==> config.mk <==
export PLATFORM = sky130hd
export DESIGN_NAME = regfile_decode
export DESIGN_NICKNAME = d
export VERILOG_FILES = /design/src/rtl/regfile_decode.sv
export SDC_FILE = /design/constraint.sdc
export NUM_CORES = 2
export LEC_CHECK = 0
export BUFFER_PORTS_ARGS = -buffer_cell sky130_fd_sc_hd__buf_2
export CORE_ASPECT_RATIO = 1.2
export CORE_MARGIN = 3
export CORE_UTILIZATION = 55
export CTS_CLUSTER_SIZE = 25
export DETAILED_ROUTE_END_ITERATION = 6
export PLACE_DENSITY = 0.72
export SLEW_MARGIN = 20
export SYNTH_ARGS = -nofsm -noshare
export SYNTH_HDL_FRONTEND = slang
export SYNTH_SLANG_ARGS = --single-unit
==> constraint.sdc <==
create_clock -name clk -period 3.2 [get_ports clk]
set_input_delay 0.8 -clock clk [delete_from_list [all_inputs] [get_ports clk]]
set_output_delay 0.8 -clock clk [all_outputs]
set_load 0.02 [all_outputs]
==> src/rtl/regfile_decode.sv <==
// Decode stage: 32x32 register file (1W/2R, write-before-read bypass) feeding
// the D/X pipeline register, with stall hold and flush squash.
module regfile_decode (
  input  logic        clk,
  input  logic        reset,
  input  logic [31:0] insn_in,
  input  logic [31:0] pc_in,
  input  logic [31:0] wb_data,
  input  logic [4:0]  wb_reg,
  input  logic        wb_we,
  input  logic        stall,
  input  logic        flush,
  output logic [31:0] rs_data,
  output logic [31:0] rt_data,
  output logic [31:0] insn_out,
  output logic [31:0] pc_out,
  output logic        valid_out
);

  logic [31:0] regs [32];

  logic        wb_hit;
  logic [4:0]  rs_a, rt_a, held_rs, held_rt;
  logic [31:0] rs_byp, rt_byp, rs_hold, rt_hold;

  assign wb_hit  = wb_we && (wb_reg != 5'd0);
  assign rs_a    = insn_in[25:21];
  assign rt_a    = insn_in[20:16];
  assign held_rs = insn_out[25:21];
  assign held_rt = insn_out[20:16];

  // Incoming operands see this cycle's writeback; held operands are patched by
  // a writeback to their register so nothing stale survives a stall.
  always_comb begin
    rs_byp  = '0;
    rt_byp  = '0;
    rs_hold = rs_data;
    rt_hold = rt_data;
    if (rs_a != 5'd0) rs_byp = (wb_hit && wb_reg == rs_a) ? wb_data : regs[rs_a];
    if (rt_a != 5'd0) rt_byp = (wb_hit && wb_reg == rt_a) ? wb_data : regs[rt_a];
    if (wb_hit && wb_reg == held_rs) rs_hold = wb_data;
    if (wb_hit && wb_reg == held_rt) rt_hold = wb_data;
  end

  // NOTE: the array is cleared on reset, so it maps to flops rather than a RAM macro.
  always_ff @(posedge clk) begin
    if (reset) begin
      for (int i = 0; i < 32; i++) regs[i] <= '0;
    end else if (wb_hit) begin
      regs[wb_reg] <= wb_data;
    end
  end

  // NOTE: state is assigned with <= so every flop samples pre-edge values.
  always_ff @(posedge clk) begin
    if (reset) begin
      rs_data   <= '0;
      rt_data   <= '0;
      insn_out  <= '0;
      pc_out    <= '0;
      valid_out <= 1'b0;
    end else if (flush) begin
      rs_data   <= '0;
      rt_data   <= '0;
      insn_out  <= '0;
      pc_out    <= pc_in;
      valid_out <= 1'b0;
    end else if (stall) begin
      rs_data   <= rs_hold;
      rt_data   <= rt_hold;
    end else begin
      rs_data   <= rs_byp;
      rt_data   <= rt_byp;
      insn_out  <= insn_in;
      pc_out    <= pc_in;
      valid_out <= 1'b1;
    end
  end

endmodule

=== Word-level counts from Yosys, hierarchy flattened ===
Memory sizes are Yosys's and may differ from the RTL's.
Index checks and enable logic that the tools add are counted.

* Equality and inequality tests: 7
* Divide/modulo/power cells: 0
* $lt $le $gt $ge: 0
* $mul: 0
* Shift-type cells: 0
* $add $sub $neg: 0
* Multiplexer cells: 18
* Reductions and logical operators: 10
* Bitwise logic cells: 0

{| class="wikitable"
|+ Operators with widths
! operator !! number
|-
| two-way mux 32 bit || 11
|-
| OR reduction 32 bit || 1
|-
| == test 5 bit || 4
|-
| nonzero test 5 bit || 3
|-
| two-way mux 1 bit || 6
|-
| inequality test 2 x 1 -> 1 bit (second input constant) || 3
|-
| logical AND 1 bit || 5
|-
| two-way mux 5 bit || 1
|-
| OR reduction 2 bit || 1
|}

* Memories: 1
* Bits in latches: 0
* Output and inout bits: 129
* Register bits: 129
* Bits in read-only memories: 0
* Logic and storage cells: 41
* RAM bits: 1,024
* Input bits: 106

{| class="wikitable"
|+ Memory list
! name !! depth !! bits a word !! read ports !! clocked after Yosys merged registers in !! wr ports !! RTL line !! RTL
|-
| regs || 32 || 32 || 2 || 0 || 32 || 20 || <nowiki>logic [31:0] regs [32];</nowiki>
|}

=== Logic depth before layout (Yosys ltp) ===
* Depth in word-level cells: 7
* Depth in mapped cells: 11
* Depth with buffers taken out: 6

=== Worst setup path after synthesis ===
Ideal clock, no wire load.

* Path type: input port to flip-flop
* Start point: input insn_in[17]
* End point: register rt_data[12]
* Arrival time: 2.697 ns
* Required time: 3.068 ns
* Library setup time: 0.132 ns
* Stages: 8
* Slack: 0.371 ns
* Path buffers: 4
* Cells stage by stage: buf_2 -> buf_4 -> buf_4 -> buf_1 -> mux4_2 -> a221o_1 -> a221oi_1 -> nor3_1

* Longest elaborated chain between the ends: 5
* Elaborated cells between the ends (all ways): 7
* Those cells by class: eq/ne (1); mux (3); reduce/logical (2); memory (1)

{| class="wikitable"
|+ RTL lines
! element !! RTL line !! RTL
|-
| start, declared || 6 || <nowiki>input logic [31:0] insn_in,</nowiki>
|-
| parallel branches: the longest is 3 deep, another holds memory (32 x 32 bit) || -- ||
|-
| two-way mux 32 bit * || 40 || <nowiki>if (rt_a != 5'd0) rt_byp = (wb_hit && wb_reg == rt_a) ? wb_data : regs[rt_a];</nowiki>
|-
| two-way mux 32 bit * || 68 || <nowiki>end else if (stall) begin</nowiki>
|-
| end signal, assigned || 70 || <nowiki>rt_data <= rt_hold;</nowiki>
|-
| end signal, assigned || 73 || <nowiki>rt_data <= rt_byp;</nowiki>
|-
| end, declared || 14 || <nowiki>output logic [31:0] rt_data,</nowiki>
|}

Every way passes the cells marked *.
A chain may end at the register's enable or synchronous reset.

=== Worst setup path in the final report ===
* Start point: input wb_reg[2]
* End point: register rs_data[6]

* Longest elaborated chain between the ends: 6
* Elaborated cells between the ends (all ways): 10
* Those cells by class: eq/ne (3); mux (3); reduce/logical (4)

{| class="wikitable"
|+ RTL lines
! element !! RTL line !! RTL
|-
| start, declared || 9 || <nowiki>input logic [4:0] wb_reg,</nowiki>
|-
| nonzero test 5 bit || 26 || <nowiki>assign wb_hit = wb_we && (wb_reg != 5'd0);</nowiki>
|-
| logical AND 1 bit || 26 ||
|-
| logical AND 1 bit || 39 || <nowiki>if (rs_a != 5'd0) rs_byp = (wb_hit && wb_reg == rs_a) ? wb_data : regs[rs_a];</nowiki>
|-
| two-way mux 32 bit (2 in series) || 39 ||
|-
| two-way mux 32 bit || 68 ||
|-
| end signal, assigned || 69 || <nowiki>rs_data <= rs_hold;</nowiki>
|-
| end signal, assigned || 72 || <nowiki>rs_data <= rs_byp;</nowiki>
|-
| end, declared || 13 || <nowiki>output logic [31:0] rs_data,</nowiki>
|}

Several ways; a longest one is shown, not always the timed one.

==> summary.txt <==
GRT
  – Gr ovfl total: 0
  – Met2 usage: 54.16%
  – Met3 Use GR: 10.93%
  – Most used routing layer: met2
  – Grt met1 use: 45.81%
  – Vias in the first global route: 41690
  – First-pass GRT wire length: 286.9 mm
  – All-layer global routing usage: 35.08%
  – Initial antenna violation count: 8
  – Largest net degree at the start of global routing: 98

Routing
  – Routed len/inst: 32.58 um
  – Starting DRT DRC Count: 5680
  – ANT nets after route: 0
  – Routed WL: 199.4 mm
  – Vias/cell: 6.834
  – Drt pass-1 iters: 7
  – Routed via count: 41830
  – Residual DRC count: 4

Die
  – Row count: 132
  – CORE AREA: 0.1083 sq mm
  – Die ar.: 0.1135 sq mm
  – Die extent in x: 308.1 um
  – Die H: 368.5 um
  – Initial core utilization: 55.58%
  – IO Pins: 235

Finish
  – Layout cells sized above 1: 26.81%
  – Post-route insts no fill: 6121
  – Fillers: 7868
  – Area taken by multi-input logic gates: 0.02513 sq mm
  – Reg area: 0.03333 sq mm
  – Area grow syn2layout: 14.80%
  – Final net count: 4712

Placement
  – IO Port Bufs: 234
  – HPWL reported at the end of detailed placement: 131.2 mm
  – Placer Congestion: 0.9482
  – Dpl cells: 5895

CTS
  – # Post-CTS Setup Buffers: 0
  – Num CTS Buffers: 116
  – Clock Path Buffers: 3
  – CTS tree: yes
  – Clock sinks: 1153
  – Worst-Skew Late Latency: 0.73 ns
  – Clock Tree Root: clkbuf_16
  – Post-CTS resize count: 0
  – CTS Hold Bufs: 0
  – Clock Pin Slew Worst Setup and Hold Paths: 0.06 ns
  – H-tree Lvls: 3

Yosys
  – Synth unique cells: 54
  – Top cell type's share of synthesized area: 51.07%
  – Syn avg cell area: 13.81 sq um
  – EDFF count, synth: 1024
  – Async SR Flop Fraction: 0%
  – Post-synthesis sequential area ratio: 55.36%
  – Post-synth top flop: edfxtp_1
  – Cells after synthesis: 4360
  – Post-synthesis cell area: 0.06021 sq mm
  – Yosys warning count: 0
  – Post-synthesis register bit count: 1153
  – Top cells by area, synth: edfxtp_1, mux4_2, and2_1
  – Yosys top cell by area: edfxtp_1

Worst setup path
  – CP Cell Sequence: buf_2, or3_4, o31ai_4, o41ai_2, nor2b_4, o21ai_0, a221oi_1
  – Critical path's top delay family: simple AND/OR/NAND/NOR gates
  – WP buf/inv: 1
  – Slowest-stage cell, CP: nor2b_4
  – WS Path Type: input pin to register
  – R2r worst-path depth: 6
  – Crit. End Element: register
  – WP data required: 3.81 ns
  – Critical Path AT: 3.11 ns
  – CP peak stage delay: 0.77 ns
  – Crit. path cell count: 7
  – Crit path launch type: input pin
  – Max Fanout on Critical Path: 32
  – R2r startpoint: insn_out[18]
  – Critical Path Start: wb_reg[2]

STA
  – Hold Fails Final Rpt: 0
  – RSZ-0062 raised after global routing: false
  – Slew Limit Headroom: 37.77%
  – Clk_skew: 0.02961 ns
  – Fmax: 399.0 MHz
  – Slew @ Worst Pin: 0.9314 ns
  – Setup tns final: 0 ns
  – Endpoints failing setup: 0
  – Final cycle utilization of the critical path: 78.32%
  – Min Clock Period, post-route: 2.506 ns
  – Slew Limit Fails: 0

Pwr
  – Combinational group share of total power: 12.8%
  – Net Switching: 9.194 mW
  – Pint: 27.37 mW
  – Worst VDD drop: 0.0004444 V
  – Power per cell area: 528.9 mW/mm^2
  – Switching share of power: 25.15%
  – Clk pwr share: 38.9%
  – Total Power: 36.56 mW
  – P_leak: 25.46 nW
  – Flop pwr share: 48.3%

Min path
  – Worst hold path startpoint: pc_in[3]
  – WHS Path Cells: 3
  – Hold Crit Class: input pin to register

Run status
  – Status: finished, violations left
  – Failing checks: design-rule violations

Flow run
  – Max-Cap Viols: 0
==> final cells by class <==
cell class | count | area share (%)
well taps | 1407 | 2.547
repair buffers | 553 | 7.159
clock buffers | 159 | 4.686
multi-input cells | 2779 | 36.35
clock inverters | 60 | 0.9955
diodes | 7 | 0.02534
flip-flops and latches | 1153 | 48.22
inverters | 3 | 0.01629
==> final timing paths <==
| kind | end | slack (ns) |
|---|---|---|
| worst max-delay path | rs_data[6] | 0.69 |
| worst min-delay path | pc_out[3] | 0.31 |
| worst max register to register | rt_data[30] | 0.85 |
| worst min register to register | pc_out[4] | 0.45 |
==> cell families after synthesis <==
| family | Yosys count | synth area share, % |
|---|---|---|
| other | 1 | 0.006228 |
| AO/OA/AOI/OAI | 542 | 6.232 |
| AND/OR/NAND/NOR | 1386 | 13.25 |
| buffers and inverters | 459 | 3.422 |
| multiplexers | 799 | 21.44 |
| XOR/XNOR | 20 | 0.2909 |
| flip-flops | 1153 | 55.36 |
==> sequential cells by signal (all words and copies together), names as in the netlist <==
signal and count:
insn_out 32, pc_out 32, regs 1024, rs_data 32, rt_data 32, valid_out 1
==> metal layers <==
layer / share of wire [%] / up-vias
li1: - / 16980
met1: 35 / 21040
met2: 46 / 3227
met3: 14 / 581
met4: 4.9 / 6
met5: 0.025 / -
==> power groups by stage <==
stage / clock network, mW / logic (mW) / registers (mW)
5_1_grt: 14.9 / 4.86 / 17.7
4_1_cts: 14.3 / 4.58 / 17.6
2_1_floorplan: 0 / 2.67 / 17.8
3_3_place_gp: 0 / 4.51 / 17.9
3_5_place_dp: 0 / 4.56 / 17.9
6_report: 14.2 / 4.68 / 17.7
==> placed cells by master, fill, tap and decap left out, types with 105 or more instances in the layout <==
master,n
and2_1,995
buf_12,105
buf_2,224
buf_4,218
clkbuf_16,120
dfxtp_1,129
edfxtp_1,1024
mux2i_1,355
mux4_2,387
nand2_1,155
==> synthesized netlist by cell type (34+ instances only) <==
cell      number
a211oi_1      73
a21oi_1       85
a22oi_1       85
and2_1       995
buf_2         90
buf_4         40
clkbuf_1     297
dfxtp_1      129
edfxtp_1    1024
mux2_2        57
mux2i_1      355
mux4_2       387
nand2_1      155
nor2_1       107
o21ai_0       93
o22ai_1       43
or2_2         34
==> worst reg2reg max path, stage by stage, from the launching register on <==
cell	delay (ns)
dfxtp_1	0.42
xnor2_1	0.14
nand2_1	0.12
o41ai_4	0.63
buf_4	0.41
nand3_1	0.28
a31oi_1	0.27
==> through the flow <==
stage	hold WS [ns]	instance area, sq um	setup WS, ns	utilization, %
after floorplan	0.5283	60330	0.3711	-
after detailed placement	0.4428	65180	0.04382	60.16
after global routing	0.3064	69110	0.6213	63.79
after CTS	0.2638	69110	0.8033	63.79
final	0.3095	69130	0.6938	63.80
after global placement	0.4347	65180	0.06783	60.16
Note: power is estimated with default switching activity, not from simulation.
